File: src/rtl/ascon_bist_pkg.sv
// ascon_bist_pkg: FSM states, default timing and saturating increment for the Ascon BIST sequencer
package ascon_bist_pkg;
   typedef enum logic [2:0] {IDLE, START, WAIT_ENC, WAIT_DEC, CHECK, GAP, DONE} state_t;
   localparam int unsigned DEF_TIMEOUT_CYCLES = 1024;
   localparam int unsigned DEF_GAP_CYCLES = 4;
   function automatic logic [31:0] sat_inc(input logic [31:0] v, input logic [31:0] max);
      return (v == max) ? v : v + 32'd1;
   endfunction
endpackage

File: src/rtl/ascon_bist_timer.sv
// ascon_bist_timer: clearable cycle counter with terminal-count flag
module ascon_bist_timer #(
   parameter int unsigned W = 16
) (
   input  logic         clk,
   input  logic         rst,
   input  logic         clr,
   input  logic         en,
   input  logic [W-1:0] limit,
   output logic [W-1:0] cnt,
   output logic         tc
);
   logic [W-1:0] cnt_q, cnt_d;
   always_comb cnt_d = clr ? '0 : en ? cnt_q + W'(1) : cnt_q;
   always_ff @(posedge clk or negedge rst) begin
      if (!rst) cnt_q <= '0;
      else cnt_q <= cnt_d;
   end
   assign cnt = cnt_q;
   assign tc = (cnt_q == limit);
endmodule

File: src/rtl/ascon_bist_sequencer.sv
// ascon_bist_sequencer: Ascon_Top start/done self-test initiator; ASCON_BIST_LATENCY_EN enables last_latency capture
module ascon_bist_sequencer import ascon_bist_pkg::*; #(
   parameter int unsigned TIMEOUT_CYCLES = DEF_TIMEOUT_CYCLES,
   parameter int unsigned GAP_CYCLES = DEF_GAP_CYCLES,
   parameter int unsigned CNT_W = 16
) (
   input  logic             clk,
   input  logic             rst,
   input  logic             run_en,
   input  logic [CNT_W-1:0] num_runs,
   output logic             dut_start,
   input  logic             dut_encryption_done,
   input  logic             dut_decryption_done,
   input  logic             dut_msg_authenticated,
   output logic             busy,
   output logic             campaign_done,
   output logic [CNT_W-1:0] pass_cnt,
   output logic [CNT_W-1:0] fail_cnt,
   output logic             timeout_seen,
   output logic [CNT_W-1:0] last_latency
);
   localparam logic [CNT_W-1:0] ALL1 = '1;
   localparam logic [CNT_W-1:0] TO_LIM = CNT_W'(TIMEOUT_CYCLES - 1);
   localparam logic [CNT_W-1:0] GAP_LIM = CNT_W'(GAP_CYCLES - 1);
   state_t state_q, state_d;
   logic run_en_q, enc_q, dec_q, to_q, to_d;
   logic enc_ev, dec_ev, tmr_clr, tmr_en, tmr_tc;
   logic [CNT_W-1:0] num_q, num_d, runs_q, runs_d, pass_q, pass_d, fail_q, fail_d;
   logic [CNT_W-1:0] pass_inc, fail_inc, tmr_cnt, tmr_lim;
   assign enc_ev = dut_encryption_done & ~enc_q;
   assign dec_ev = dut_decryption_done & ~dec_q;
   assign pass_inc = CNT_W'(sat_inc(32'(pass_q), 32'(ALL1)));
   assign fail_inc = CNT_W'(sat_inc(32'(fail_q), 32'(ALL1)));
   assign tmr_lim = (state_q == GAP) ? GAP_LIM : TO_LIM;
   assign tmr_en = (state_q == WAIT_ENC) || (state_q == WAIT_DEC) || (state_q == GAP);
   ascon_bist_timer #(.W(CNT_W)) u_timer (
      .clk   (clk),
      .rst   (rst),
      .clr   (tmr_clr),
      .en    (tmr_en),
      .limit (tmr_lim),
      .cnt   (tmr_cnt),
      .tc    (tmr_tc)
   );
   always_comb begin
      state_d = state_q;
      num_d = num_q;
      runs_d = runs_q;
      pass_d = pass_q;
      fail_d = fail_q;
      to_d = to_q;
      tmr_clr = 1'b0;
      if (!run_en) state_d = IDLE;
      else begin
         case (state_q)
            IDLE: if (!run_en_q) begin
               num_d = num_runs;
               runs_d = '0;
               pass_d = '0;
               fail_d = '0;
               to_d = 1'b0;
               state_d = (num_runs == '0) ? DONE : START;
            end
            START: begin
               tmr_clr = 1'b1;
               state_d = WAIT_ENC;
            end
            WAIT_ENC, WAIT_DEC:
               if (dec_ev && (enc_ev || state_q == WAIT_DEC)) state_d = CHECK;
               else if (dec_ev || tmr_tc) begin
                  // dec before enc is a protocol error; otherwise the timer expired
                  fail_d = fail_inc;
                  to_d = to_q | ~dec_ev;
                  runs_d = runs_q + CNT_W'(1);
                  tmr_clr = 1'b1;
                  state_d = GAP;
               end else if (enc_ev) state_d = WAIT_DEC;
            CHECK: begin
               pass_d = dut_msg_authenticated ? pass_inc : pass_q;
               fail_d = dut_msg_authenticated ? fail_q : fail_inc;
               runs_d = runs_q + CNT_W'(1);
               tmr_clr = 1'b1;
               state_d = GAP;
            end
            GAP: if (tmr_tc) state_d = (runs_q == num_q) ? DONE : START;
            DONE: state_d = DONE;
            default: state_d = IDLE;
         endcase
      end
   end
   always_ff @(posedge clk or negedge rst) begin
      if (!rst) begin
         state_q <= IDLE;
         run_en_q <= 1'b0;
         enc_q <= 1'b0;
         dec_q <= 1'b0;
         to_q <= 1'b0;
         num_q <= '0;
         runs_q <= '0;
         pass_q <= '0;
         fail_q <= '0;
      end else begin
         state_q <= state_d;
         run_en_q <= run_en;
         enc_q <= dut_encryption_done;
         dec_q <= dut_decryption_done;
         to_q <= to_d;
         num_q <= num_d;
         runs_q <= runs_d;
         pass_q <= pass_d;
         fail_q <= fail_d;
      end
   end
   assign dut_start = (state_q == START) && run_en;
   assign busy = (state_q != IDLE) && (state_q != DONE);
   assign campaign_done = (state_q == DONE);
   assign pass_cnt = pass_q;
   assign fail_cnt = fail_q;
   assign timeout_seen = to_q;
`ifdef ASCON_BIST_LATENCY_EN
   // timer holds in CHECK, so it equals cycles from the start pulse to the dec event
   logic [CNT_W-1:0] lat_q, lat_d;
   always_comb lat_d = (state_q == CHECK && run_en) ? tmr_cnt : lat_q;
   always_ff @(posedge clk or negedge rst) begin
      if (!rst) lat_q <= '0;
      else lat_q <= lat_d;
   end
   assign last_latency = lat_q;
`else
   logic unused_tmr_cnt;
   assign unused_tmr_cnt = ^tmr_cnt;
   assign last_latency = '0;
`endif
endmodule
File: config.mk
export PLATFORM = sky130hd
export DESIGN_NAME = ascon_bist_sequencer
export DESIGN_NICKNAME = d
export VERILOG_FILES = /design/src/rtl/ascon_bist_pkg.sv /design/src/rtl/ascon_bist_timer.sv /design/src/rtl/ascon_bist_sequencer.sv
export SDC_FILE = /design/constraint.sdc
export NUM_CORES = 1
export LEC_CHECK = 0
export CAP_MARGIN = 15
export CORE_MARGIN = 3
export CORE_UTILIZATION = 35
export DETAILED_ROUTE_END_ITERATION = 8
export HOLD_SLACK_MARGIN = 0.05
export PLACE_DENSITY = 0.53
export SETUP_SLACK_MARGIN = 0.3
export SYNTH_ARGS = -nofsm -noshare
export SYNTH_HDL_FRONTEND = slang
export SYNTH_SLANG_ARGS = --single-unit
File: constraint.sdc
create_clock -name clk -period 3.6 [get_ports clk]
set_input_delay 0.72 -clock clk [delete_from_list [all_inputs] [get_ports clk]]
set_output_delay 0.72 -clock clk [all_outputs]
set_load 0.01 [all_outputs]
==> impl_metrics.ini <==
[worst_setup_path]
worst_setup_path_start_kind = input pin
worstPathCellList = clkdlybuf4s50_1, nand2_1, nor2_1, clkdlybuf4s50_1
critical_path_required_ps = 2880
crit_arrival_ps = 2210
worstSetupEndpointType = output pin
crit_slowest_cell = clkdlybuf4s50_1
cpPeakStageDelay_ps = 660
path_delay_family = buffers and inverters
critical_path_class = in2out
crit_buf_inv = 2
crit_path_frequent_cell = clkdlybuf4s50_1
worstPathMaxFanout = 10

[synth]
netlist-cell-type-count = 49
yosysTopAreaCell = dfrtp_1
yosys-top-cells-area = dfrtp_1 45%, nand2_1 7.4%, xnor2_1 7.3%
synth_common_cells = 94 x nand2_1, 87 x dfrtp_1, 62 x nor2_1
yosysWarnings = 0
synthArstFlopShare_pct = 100.0
syn_avg_cell_area_um2 = 8.807
synth_cells = 545
synth_most_common_cell = nand2_1
yosysSeqAreaShare_pct = 45.36
ys_ff_latch = 87
synth.cell_area_um2 = 4800
synth_top_area_share_pct = 45.36
synth-edff-count = 0
synthFlopType = dfrtp_1

[floorplanning]
die_area_um2 = 15150
fp.dieH_um = 123.1
start_util_pct = 35.96
coreArea_um2 = 13350
die-width_um = 123.1
io_pins = 74
rows = 42

[pwr]
p_per_area_nw_per_um2 = 441.6
ir_worst_vdd_uv = 168.3
leakagePower_nw = 2.423

[clocking]
clock_path_buffers = 2
hold_buffers = 0
cts_setup_buffers = 0
cts_root_buf = clkbuf_16
cts_buffers = 9
clock_latency_ps = 350
cts_tree = done
htree_levels = 3
cts-resized-gates = 0
clk_pin_slew_ps = 60
cts_sinks = 87

[global_route]
grt_overflow_total = 0
grt_start_max_net_pins = 60
grtUsageTotal_pct = 16.52
grt_pass1_wl_um = 19800
antenna_found_initial = 0
grt_pass1_vias = 3978

[sta]
grt_setup_unrepaired = no
fin_setup_tns_ps = 0
setup_slack_ps = 665.4
slew_headroom_pct = 47.83
fin_worst_skew_ps = 10.83
finalHoldViolCount = 0
setup_viol = 0
period_share_pct = 81.52
fmax_ghz = 0.3408
drv_slew = 0
min_period_ps = 2935
tightestPinTransition_ps = 774.4

[placement]
portBuffers = 57
placed_cells = 764
dpl.hpwl_um = 8336
gp_congestion = 0.8855
dp_slack_ps = 464.5

[status]
status = completed

[routing]
drc = 0
drt-initial-drc-count = 222
drt_pass1_iterations = 4
wl_um = 11600
vias = 4021
drt-wirelength-per-cell_um = 14.87
viasPerCell = 5.155
antenna_left = 0

[cells_and_area]
drive_gt1_share_pct = 5.132
syn_to_final_growth_pct = 20.83
layout.nets = 625
layout.cells.non_filler = 780
num_antenna_cells = 0

[run]
maxCapViolations = 0

[hold_path]
holdCritPathClass = in2async
[worst register-to-register path: cells and delay by family (launching register included)]
family	cells	cell delay [ps]
AND/OR/NAND/NOR	4	1620
flip-flops	1	410
AO/OA/AOI/OAI	2	520
[cell families after synthesis]
family,share of synthesized area [%]
flops,45.36
compound gates,9.020
simple gates,28.99
xor+xnor,10.58
fa+ha+maj,1.043
buf+inv,4.927
other cells,0.07813
[cell usage in the layout, fill, tap and decap left out, drive strengths merged, types with 2 or more instances in the layout]
cell type | synthesis | routed
a21boi | 2 | 2
and4 | 8 | 8
or2 | 2 | 2
nand3b | 2 | 2
ha | 4 | 4
a221o | 2 | 2
and4bb | 2 | 2
nand3 | 21 | 21
o31ai | 5 | 5
or4 | 5 | 5
xor2 | 18 | 18
a21oi | 23 | 23
a21o | 2 | 2
nand4 | 22 | 22
clkdlybuf4s50 | 0 | 56
o21ai | 18 | 18
nand2b | 6 | 6
o211ai | 3 | 3
a211oi | 2 | 2
nor4 | 11 | 11
nand2 | 94 | 94
clkinv | 0 | 3
clkbuf | 18 | 12
buf | 18 | 8
inv | 8 | 8
or3b | 2 | 2
nor3 | 14 | 14
or3 | 15 | 15
nor2b | 4 | 4
nor2 | 62 | 62
o21a | 3 | 3
and3 | 8 | 8
conb | 1 | 16
xnor2 | 40 | 40
dfrtp | 87 | 87
[cell type report]
type | count | area (um^2)
clock inverters | 4 | 45.04
fillers | 1331 | 7548
repair buffers | 64 | 633.1
inverters | 8 | 30.03
multi-input cells | 429 | 2447
well taps | 176 | 220.2
flip-flops and latches | 87 | 2177
clock buffers | 12 | 246.5
[state kept, by name (all words and copies together) (netlist names)]
register and cells:
timeout_seen 1, u_timer.cnt 16, state_q 3, run_en_q 1, fail_cnt 16, dec_q 1
pass_cnt 16, enc_q 1, runs_q 16, num_q 16
[through the flow]
stage	power, W	util (%)	hold slack (ps)	cell area (um^2)
2_1_floorplan	0.001480	-	424.4	4856
3_3_place_gp	0.001641	41.26	485.1	5508
3_5_place_dp	0.001649	41.26	486.9	5508
4_1_cts	0.002590	43.45	390.3	5799
5_1_grt	0.002703	43.45	411.0	5799
6_report	0.002561	43.45	357.4	5799
[final timing paths]
path	start	to	slack [ps]	cells after the start
setup / recovery	run_en	dut_start	670	4
hold / removal	rst	pass_cnt[10]	360	1
setup reg to reg	u_timer.cnt[11]	fail_cnt[5]	980	6
hold reg to reg	num_q[14]	num_q[14]	500	2
max in group asynchronous	rst	u_timer.cnt[9]	2500	2
min in group clk	num_q[14]	num_q[14]	500	2
[per-layer routing]
metal / GRT usage [%] / wire length [um] / vias up
li1: - / - / 1975
met1: 21.45 / 5151 / 1956
met2: 27.50 / 5798 / 78
met3: 2.836 / 441 / 12
met4: 6.574 / 208 / 0
met5: 0 / 0 / -
[power by group]
group	internal (W)	switching, W	leakage (nW)	total, W
clock network	0.000554	0.000387	0.146	0.000940
logic	0.000195	0.000259	1.10	0.000453
registers	0.00107	0.0000975	1.18	0.00117
total	0.00182	0.000743	2.42	0.00256
Note: power is estimated with default switching activity, not from simulation.
